**config.mk**
```make
export PLATFORM = sky130hd
export DESIGN_NAME = multicycle_controller
export DESIGN_NICKNAME = d
export VERILOG_FILES = /design/src/rtl/multicycle_pkg.sv /design/src/rtl/alu_func_decode.sv /design/src/rtl/multicycle_controller.sv
export SDC_FILE = /design/constraint.sdc
export NUM_CORES = 1
export LEC_CHECK = 0
export CORE_ASPECT_RATIO = 1.5
export CORE_MARGIN = 2
export CORE_UTILIZATION = 42
export CTS_BUF_LIST = sky130_fd_sc_hd__clkbuf_16
export DETAILED_ROUTE_END_ITERATION = 12
export PLACE_DENSITY = 0.79
export SLEW_MARGIN = 20
export SYNTH_ARGS = -nofsm -noshare
export SYNTH_HDL_FRONTEND = slang
export SYNTH_HIERARCHICAL = 1
export SYNTH_SLANG_ARGS = --single-unit
```
**constraint.sdc**
```tcl
create_clock -name clock -period 2.4 [get_ports clock]
set_input_delay 0.72 -clock clock [delete_from_list [all_inputs] [get_ports clock]]
set_output_delay 0.72 -clock clock [all_outputs]
set_load 0.005 [all_outputs]
```
**src/rtl/multicycle_pkg.sv**
```systemverilog
// Shared types and encodings for the multicycle MIPS control path.
// Latency: n/a (declarations only).
// Backpressure: n/a.
package multicycle_pkg;

    // Controller states; HOLD covers the post-reset settle window before the first fetch.
    typedef enum logic [3:0] {
        S_HOLD,
        S_FETCH,
        S_DECODE,
        S_MEMADR,
        S_MEMRD,
        S_MEMWB,
        S_MEMWR,
        S_EXEC,
        S_ALUWB,
        S_BRANCH,
        S_ADDIEX,
        S_ADDIWB,
        S_JUMP,
        S_JAL,
        S_JR
    } state_t;

    // Primary opcodes (instr[31:26])
    localparam logic [5:0] OP_RTYPE = 6'b000000;
    localparam logic [5:0] OP_LW    = 6'b100011;
    localparam logic [5:0] OP_SW    = 6'b101011;
    localparam logic [5:0] OP_BEQ   = 6'b000100;
    localparam logic [5:0] OP_BNE   = 6'b000101;
    localparam logic [5:0] OP_ADDI  = 6'b001000;
    localparam logic [5:0] OP_J     = 6'b000010;
    localparam logic [5:0] OP_JAL   = 6'b000011;

    // R-type function codes (instr[5:0])
    localparam logic [5:0] FN_ADD = 6'b100000;
    localparam logic [5:0] FN_SUB = 6'b100010;
    localparam logic [5:0] FN_AND = 6'b100100;
    localparam logic [5:0] FN_OR  = 6'b100101;
    localparam logic [5:0] FN_SLT = 6'b101010;
    localparam logic [5:0] FN_JR  = 6'b001000;

    // ALU operation codes
    localparam logic [4:0] ALU_AND = 5'b00000;
    localparam logic [4:0] ALU_OR  = 5'b00001;
    localparam logic [4:0] ALU_ADD = 5'b00010;
    localparam logic [4:0] ALU_SUB = 5'b00110;
    localparam logic [4:0] ALU_SLT = 5'b00111;

    // PC source select
    localparam logic [1:0] PCSRC_ALU    = 2'b00;
    localparam logic [1:0] PCSRC_ALUOUT = 2'b01;
    localparam logic [1:0] PCSRC_JUMP   = 2'b10;
    localparam logic [1:0] PCSRC_RD1    = 2'b11;

    // ALU B operand select
    localparam logic [1:0] SRCB_B     = 2'b00;
    localparam logic [1:0] SRCB_FOUR  = 2'b01;
    localparam logic [1:0] SRCB_IMM   = 2'b10;
    localparam logic [1:0] SRCB_IMMSH = 2'b11;

    // Register-file write data select
    localparam logic [1:0] M2R_ALUOUT = 2'b00;
    localparam logic [1:0] M2R_MDR    = 2'b01;
    localparam logic [1:0] M2R_PC     = 2'b10;

    // Register-file write address select
    localparam logic [1:0] DST_RT = 2'b00;
    localparam logic [1:0] DST_RD = 2'b01;
    localparam logic [1:0] DST_RA = 2'b10;

    // Full set of datapath controls driven by the FSM in one cycle.
    typedef struct packed {
        logic       pc_write;
        logic       iord;
        logic       ir_write;
        logic       mem_write;
        logic [1:0] mem_to_reg;
        logic [1:0] reg_dst;
        logic       reg_write;
        logic       alu_src_a;
        logic [1:0] alu_src_b;
        logic [4:0] alu_control;
        logic [1:0] pc_src;
        logic       instr_retired;
        logic       illegal_op;
    } ctrl_t;

    // Successor of DECODE; FETCH here means the instruction could not be decoded.
    function automatic state_t decode_next(input logic [5:0] op,
                                           input logic [5:0] fn,
                                           input logic       fn_valid);
        state_t nxt;
        nxt = S_FETCH;
        case (op)
            OP_LW, OP_SW:   nxt = S_MEMADR;
            OP_RTYPE: begin
                if (fn == FN_JR)
                    nxt = S_JR;
                else if (fn_valid)
                    nxt = S_EXEC;
            end
            OP_BEQ, OP_BNE: nxt = S_BRANCH;
            OP_ADDI:        nxt = S_ADDIEX;
            OP_J:           nxt = S_JUMP;
            OP_JAL:         nxt = S_JAL;
            default:        nxt = S_FETCH;
        endcase
        return nxt;
    endfunction

endpackage

```
**src/rtl/alu_func_decode.sv**
```systemverilog
// Maps an R-type funct field to an ALU operation and flags unsupported codes.
// Latency: purely combinational.
// Backpressure: none.
module alu_func_decode
    import multicycle_pkg::*;
(
    input  logic [5:0] funct,
    output logic [4:0] alu_control,
    output logic       valid
);

    // funct lookup; unknown codes fall back to ADD with valid cleared
    always_comb begin
        alu_control = ALU_ADD;
        valid       = 1'b1;
        case (funct)
            FN_ADD:  alu_control = ALU_ADD;
            FN_SUB:  alu_control = ALU_SUB;
            FN_AND:  alu_control = ALU_AND;
            FN_OR:   alu_control = ALU_OR;
            FN_SLT:  alu_control = ALU_SLT;
            default: valid       = 1'b0;
        endcase
    end

endmodule

```
**src/rtl/multicycle_controller.sv**
```systemverilog
// Moore control FSM sequencing the shared-memory multicycle MIPS datapath.
// Latency: lw 5, sw/R/addi 4, branch/j/jal/jr 3 cycles with memory always ready.
// Backpressure: memReady low stalls FETCH, MEMRD and MEMWR one cycle per low cycle.
module multicycle_controller
    import multicycle_pkg::*;
#(
    parameter int unsigned RESET_PC_HOLD = 1
) (
    input  logic       clock,
    input  logic       resetN,
    input  logic [5:0] opcode,
    input  logic [5:0] funct,
    input  logic       zero,
    input  logic       memReady,
    output logic       PCWrite,
    output logic       IorD,
    output logic       IRWrite,
    output logic       memWrite,
    output logic [1:0] memToReg,
    output logic [1:0] regDst,
    output logic       regWriteEnable,
    output logic       ALUSrcA,
    output logic [1:0] ALUSrcB,
    output logic [4:0] ALUControl,
    output logic [1:0] PCSrc,
    output logic       instrRetired,
    output logic       illegalOp
);

    localparam logic [3:0] HOLD_INIT = 4'(RESET_PC_HOLD);

    state_t     state;
    state_t     state_nxt;
    logic [3:0] hold_cnt;
    logic [3:0] hold_cnt_nxt;
    ctrl_t      ctrl;
    ctrl_t      ctrl_gated;
    logic [4:0] fn_alu;
    logic       fn_valid;

    alu_func_decode u_func_dec (
        .funct       (funct),
        .alu_control (fn_alu),
        .valid       (fn_valid)
    );

    // State and hold counter registers; reset parks the FSM in HOLD
    always_ff @(posedge clock) begin
        if (!resetN) begin
            state    <= S_HOLD;
            hold_cnt <= HOLD_INIT;
        end else begin
            state    <= state_nxt;
            hold_cnt <= hold_cnt_nxt;
        end
    end

    // Next-state and per-state control decode
    always_comb begin
        ctrl         = '0;
        state_nxt    = state;
        hold_cnt_nxt = hold_cnt;
        case (state)
            S_HOLD: begin
                // HOLD always lasts at least one cycle, so a count of 0 or 1 both release next edge
                if (hold_cnt != 4'd0)
                    hold_cnt_nxt = hold_cnt - 4'd1;
                if (hold_cnt <= 4'd1)
                    state_nxt = S_FETCH;
            end
            S_FETCH: begin
                ctrl.iord        = 1'b0;
                ctrl.alu_src_a   = 1'b0;
                ctrl.alu_src_b   = SRCB_FOUR;
                ctrl.alu_control = ALU_ADD;
                ctrl.pc_src      = PCSRC_ALU;
                if (memReady) begin
                    ctrl.ir_write = 1'b1;
                    ctrl.pc_write = 1'b1;
                    state_nxt     = S_DECODE;
                end
            end
            S_DECODE: begin
                // Branch target is computed speculatively into ALUOut here
                ctrl.alu_src_a   = 1'b0;
                ctrl.alu_src_b   = SRCB_IMMSH;
                ctrl.alu_control = ALU_ADD;
                state_nxt        = decode_next(opcode, funct, fn_valid);
                ctrl.illegal_op  = (state_nxt == S_FETCH);
            end
            S_MEMADR: begin
                ctrl.alu_src_a   = 1'b1;
                ctrl.alu_src_b   = SRCB_IMM;
                ctrl.alu_control = ALU_ADD;
                state_nxt        = (opcode == OP_LW) ? S_MEMRD : S_MEMWR;
            end
            S_MEMRD: begin
                ctrl.iord = 1'b1;
                if (memReady)
                    state_nxt = S_MEMWB;
            end
            S_MEMWB: begin
                ctrl.reg_dst       = DST_RT;
                ctrl.mem_to_reg    = M2R_MDR;
                ctrl.reg_write     = 1'b1;
                ctrl.instr_retired = 1'b1;
                state_nxt          = S_FETCH;
            end
            S_MEMWR: begin
                // Write enable stays up through the completing cycle
                ctrl.iord      = 1'b1;
                ctrl.mem_write = 1'b1;
                if (memReady) begin
                    ctrl.instr_retired = 1'b1;
                    state_nxt          = S_FETCH;
                end
            end
            S_EXEC: begin
                ctrl.alu_src_a   = 1'b1;
                ctrl.alu_src_b   = SRCB_B;
                ctrl.alu_control = fn_alu;
                state_nxt        = S_ALUWB;
            end
            S_ALUWB: begin
                ctrl.reg_dst       = DST_RD;
                ctrl.mem_to_reg    = M2R_ALUOUT;
                ctrl.reg_write     = 1'b1;
                ctrl.instr_retired = 1'b1;
                state_nxt          = S_FETCH;
            end
            S_BRANCH: begin
                ctrl.alu_src_a     = 1'b1;
                ctrl.alu_src_b     = SRCB_B;
                ctrl.alu_control   = ALU_SUB;
                ctrl.pc_src        = PCSRC_ALUOUT;
                ctrl.pc_write      = (opcode == OP_BNE) ? ~zero : zero;
                ctrl.instr_retired = 1'b1;
                state_nxt          = S_FETCH;
            end
            S_ADDIEX: begin
                ctrl.alu_src_a   = 1'b1;
                ctrl.alu_src_b   = SRCB_IMM;
                ctrl.alu_control = ALU_ADD;
                state_nxt        = S_ADDIWB;
            end
            S_ADDIWB: begin
                ctrl.reg_dst       = DST_RT;
                ctrl.mem_to_reg    = M2R_ALUOUT;
                ctrl.reg_write     = 1'b1;
                ctrl.instr_retired = 1'b1;
                state_nxt          = S_FETCH;
            end
            S_JUMP: begin
                ctrl.pc_src        = PCSRC_JUMP;
                ctrl.pc_write      = 1'b1;
                ctrl.instr_retired = 1'b1;
                state_nxt          = S_FETCH;
            end
            S_JAL: begin
                // PC still holds PC+4 in this cycle, so it is the link value
                ctrl.reg_dst       = DST_RA;
                ctrl.mem_to_reg    = M2R_PC;
                ctrl.reg_write     = 1'b1;
                ctrl.pc_src        = PCSRC_JUMP;
                ctrl.pc_write      = 1'b1;
                ctrl.instr_retired = 1'b1;
                state_nxt          = S_FETCH;
            end
            S_JR: begin
                ctrl.pc_src        = PCSRC_RD1;
                ctrl.pc_write      = 1'b1;
                ctrl.instr_retired = 1'b1;
                state_nxt          = S_FETCH;
            end
            default: begin
                state_nxt = S_HOLD;
            end
        endcase
    end

    // Reset blanks every control immediately, even before the first clock edge
    assign ctrl_gated = resetN ? ctrl : '0;

    assign PCWrite        = ctrl_gated.pc_write;
    assign IorD           = ctrl_gated.iord;
    assign IRWrite        = ctrl_gated.ir_write;
    assign memWrite       = ctrl_gated.mem_write;
    assign memToReg       = ctrl_gated.mem_to_reg;
    assign regDst         = ctrl_gated.reg_dst;
    assign regWriteEnable = ctrl_gated.reg_write;
    assign ALUSrcA        = ctrl_gated.alu_src_a;
    assign ALUSrcB        = ctrl_gated.alu_src_b;
    assign ALUControl     = ctrl_gated.alu_control;
    assign PCSrc          = ctrl_gated.pc_src;
    assign instrRetired   = ctrl_gated.instr_retired;
    assign illegalOp      = ctrl_gated.illegal_op;

endmodule

```
==> flow_metrics.tcl <==
set metrics [dict create \
    ys_types 52 \
    arrival_ps 1930 \
    crit_path_end_kind "output pin" \
    dieArea_mm2 0.003126 \
    critPathRequiredTime_ps 1680 \
    syn_inst 164 \
    synth_warnings 6 \
    use_met3_pct 2.941 \
    cp_max_fo 4 \
    vias 1553 \
    power.leakage_uw 0.0008684 \
    critPathKind "in2out" \
    reg2reg_depth 5 \
    yosysSeqAreaShare_pct 14.19 \
    hp-start "hold_cnt[1]" \
    slowest_delay_ps 430 \
    dp_cells 252 \
    max_freq_mhz 377.1 \
    cts_buffers 3 \
    finalCritPeriodShare_pct 110.5 \
    synth_ff_type "dfxtp_1" \
    finalSetupTns_ps -743.5 \
    antenna_found_initial 0 \
    dp_hpwl_mm 2.774 \
    drtIter0Drc 77 \
    start_kind "primary input" \
    fillerInstances 175 \
    hold_viol 0 \
    synth_top_area_share_pct 14.19 \
    min_path_type "reg2reg" \
    syn_avg_cell_area_um2 6.882 \
    grt_setup_unrepaired "true" \
    finalSetupViolCount 4 \
    ioPinCount 37 \
    remaining_drc_errors 0 \
    powerDensity_mw_per_mm2 619.3 \
    multi_input_area_mm2 0.001080 \
    crit_slowest_cell "or4_4" \
    grt_pass1_vias 1551 \
    grt_pass1_wl_mm 6.824 \
    wirelength_mm 4.447 \
    crit_start "opcode[4]" \
    met1_usage_pct 29.33 \
    io_buffers 34 \
    die_x_um 46.33 \
    r2r-start "state[1]" \
    grt.total_usage_pct 29.04 \
    final_net_count 244 \
    drtAntennaViolNets 0 \
    netlist_area_mm2 0.001129 \
    yosysTopAreaCell "dfxtp_1" \
    hold_depth 2 \
    diodes 0 \
    fp.coreArea_mm2 0.002619 \
    cts_sinks 8 \
    hold_buffers 0 \
    syn2layout_area_growth_pct 76.83 \
    ys_seq_elements 8 \
    layout.area.seq_um2 165.2 \
    hold_slack_ps 543.5 \
    grt_max_degree 24 \
    viasPerCell 5.950 \
    cts_tree "built" \
    initial_core_util_pct 43.10 \
    clk_pin_slew_worst_paths_ps 40 \
    dr.pass1.iters 4 \
    skew_ps 1.988 \
    overflow 0 \
    rows 23 \
    clock_path_buffers 2 \
    clk_latency_ps 230 \
    drv_slew 0 \
    finalWeightedCongestion 0.7860 \
    wl_per_cell_um 17.04 \
    use_met2_pct 55.73 \
    status "finished with violations" \
    ys_top_cells_by_area "dfxtp_1 (14%), nor2_1 (6.3%), nand2_1 (4.3%), a31oi_1 (3.3%), nor4_1 (3.3%)" \
    cts_max_level 1 \
    synth_edf_count 0 \
    layout-drive-gt1-share_pct 41.07 \
    busiest_layer "met2" \
    finalCriticalPeriod_ps 2652 \
    cts-root-buf "clkbuf_16" \
    die_y_um 67.49 \
    vdd_drop_max_uv 496.3 \
    stdcell_count 261 \
    cap_violations 0 \
    fin_total_pwr_uw 1236 \
    async_reset_ff_share_pct 0 \
    violations "negative setup slack" \
    final_common_cell "buf_4" \
    final_cell_mix "buf_4 (28), nor2_1 (17), buf_2 (13)" \
    setup_slack_ps -251.8 \
    cp_common_cell "buf_6" \
    crit_chain "buf_6 > or2_4 > buf_6 > or4_4 > o32ai_4 > nor4_2 > buf_2" \
]
==> routing by layer <==
metal	vias to the layer above	part of all wire [%]
met5	-	0
li1	726	-
met2	78	58
met4	0	4.1
met3	23	5.5
met1	726	33
==> cell usage after synthesis, types with 4 or more instances <==
master	number
a21boi_0	4
a21oi_1	7
a31oi_1	6
and2_1	5
and3_1	4
buf_2	6
clkbuf_1	4
dfxtp_1	8
inv_1	4
nand2_1	13
nand2b_1	4
nand3_1	6
nor2_1	19
nor3_1	6
nor4_1	6
nor4b_1	4
o21ai_0	4
==> critical path, delay by kind of cell <==
| kind | cells | cell delay (ps) |
|---|---|---|
| buffers and inverters | 3 | 360 |
| and+or+nand+nor | 3 | 740 |
| AOI/OAI and AO/OA | 1 | 110 |
==> what timing repair did <==
action / 4_1_cts / 5_1_grt
resized for setup: 122 / 23
cloned: 3 / 0
setup buffers: 4 / 1
setup endpoints to repair: 19 / 8
pin swaps: 19 / 14
==> area by class of cell <==
type,count,share of cell area [%]
multi-input cells,138,54.11
flip-flops and latches,8,8.276
repair buffers,71,30.78
well taps,37,2.320
clock buffers,3,3.762
inverters,4,0.7524
==> sequential cells by signal, indices dropped and copies added (netlist names) <==
signal	flops
state	4
hold_cnt	4
==> through the flow <==
| stage | setup slack [ps] | util, % | area [um^2] |
|---|---|---|---|
| floorplan | -9.011 | - | 1132 |
| global placement | -992.1 | 64.02 | 1677 |
| global route | -284.5 | 76.21 | 1996 |
| detailed placement | -1077 | 64.02 | 1677 |
| CTS | -303.3 | 72.91 | 1909 |
| finish | -251.8 | 76.21 | 1996 |
==> cell families (layout without fill, tap and decap cells) <==
group / Yosys count / after routing / synth area share (%)
buffers and inverters: 19 / 78 / 7.982
AO/OA/AOI/OAI: 37 / 37 / 22.62
adder cells (fa/ha/maj): 2 / 2 / 2.217
multiplexers: 1 / 1 / 0.9977
other: 1 / 2 / 0.3323
flip-flops: 8 / 8 / 14.19
AND/OR/NAND/NOR: 92 / 92 / 48.56
XOR/XNOR: 4 / 4 / 3.105
==> where the power goes <==
group | switching, uW | leakage, uW | total (uW) | internal [uW]
sequential | 42.5 | 0.0000666 | 222 | 179
combinational | 370 | 0.000765 | 736 | 366
clock | 63.4 | 0.0000370 | 278 | 215
==> final timing paths <==
kind                      end  slack, ps
hold reg to reg   hold_cnt[1]        540
hold / removal    hold_cnt[1]        540
setup / recovery    illegalOp       -250
setup reg to reg     state[2]        660
(Power assumes the default switching activity.)
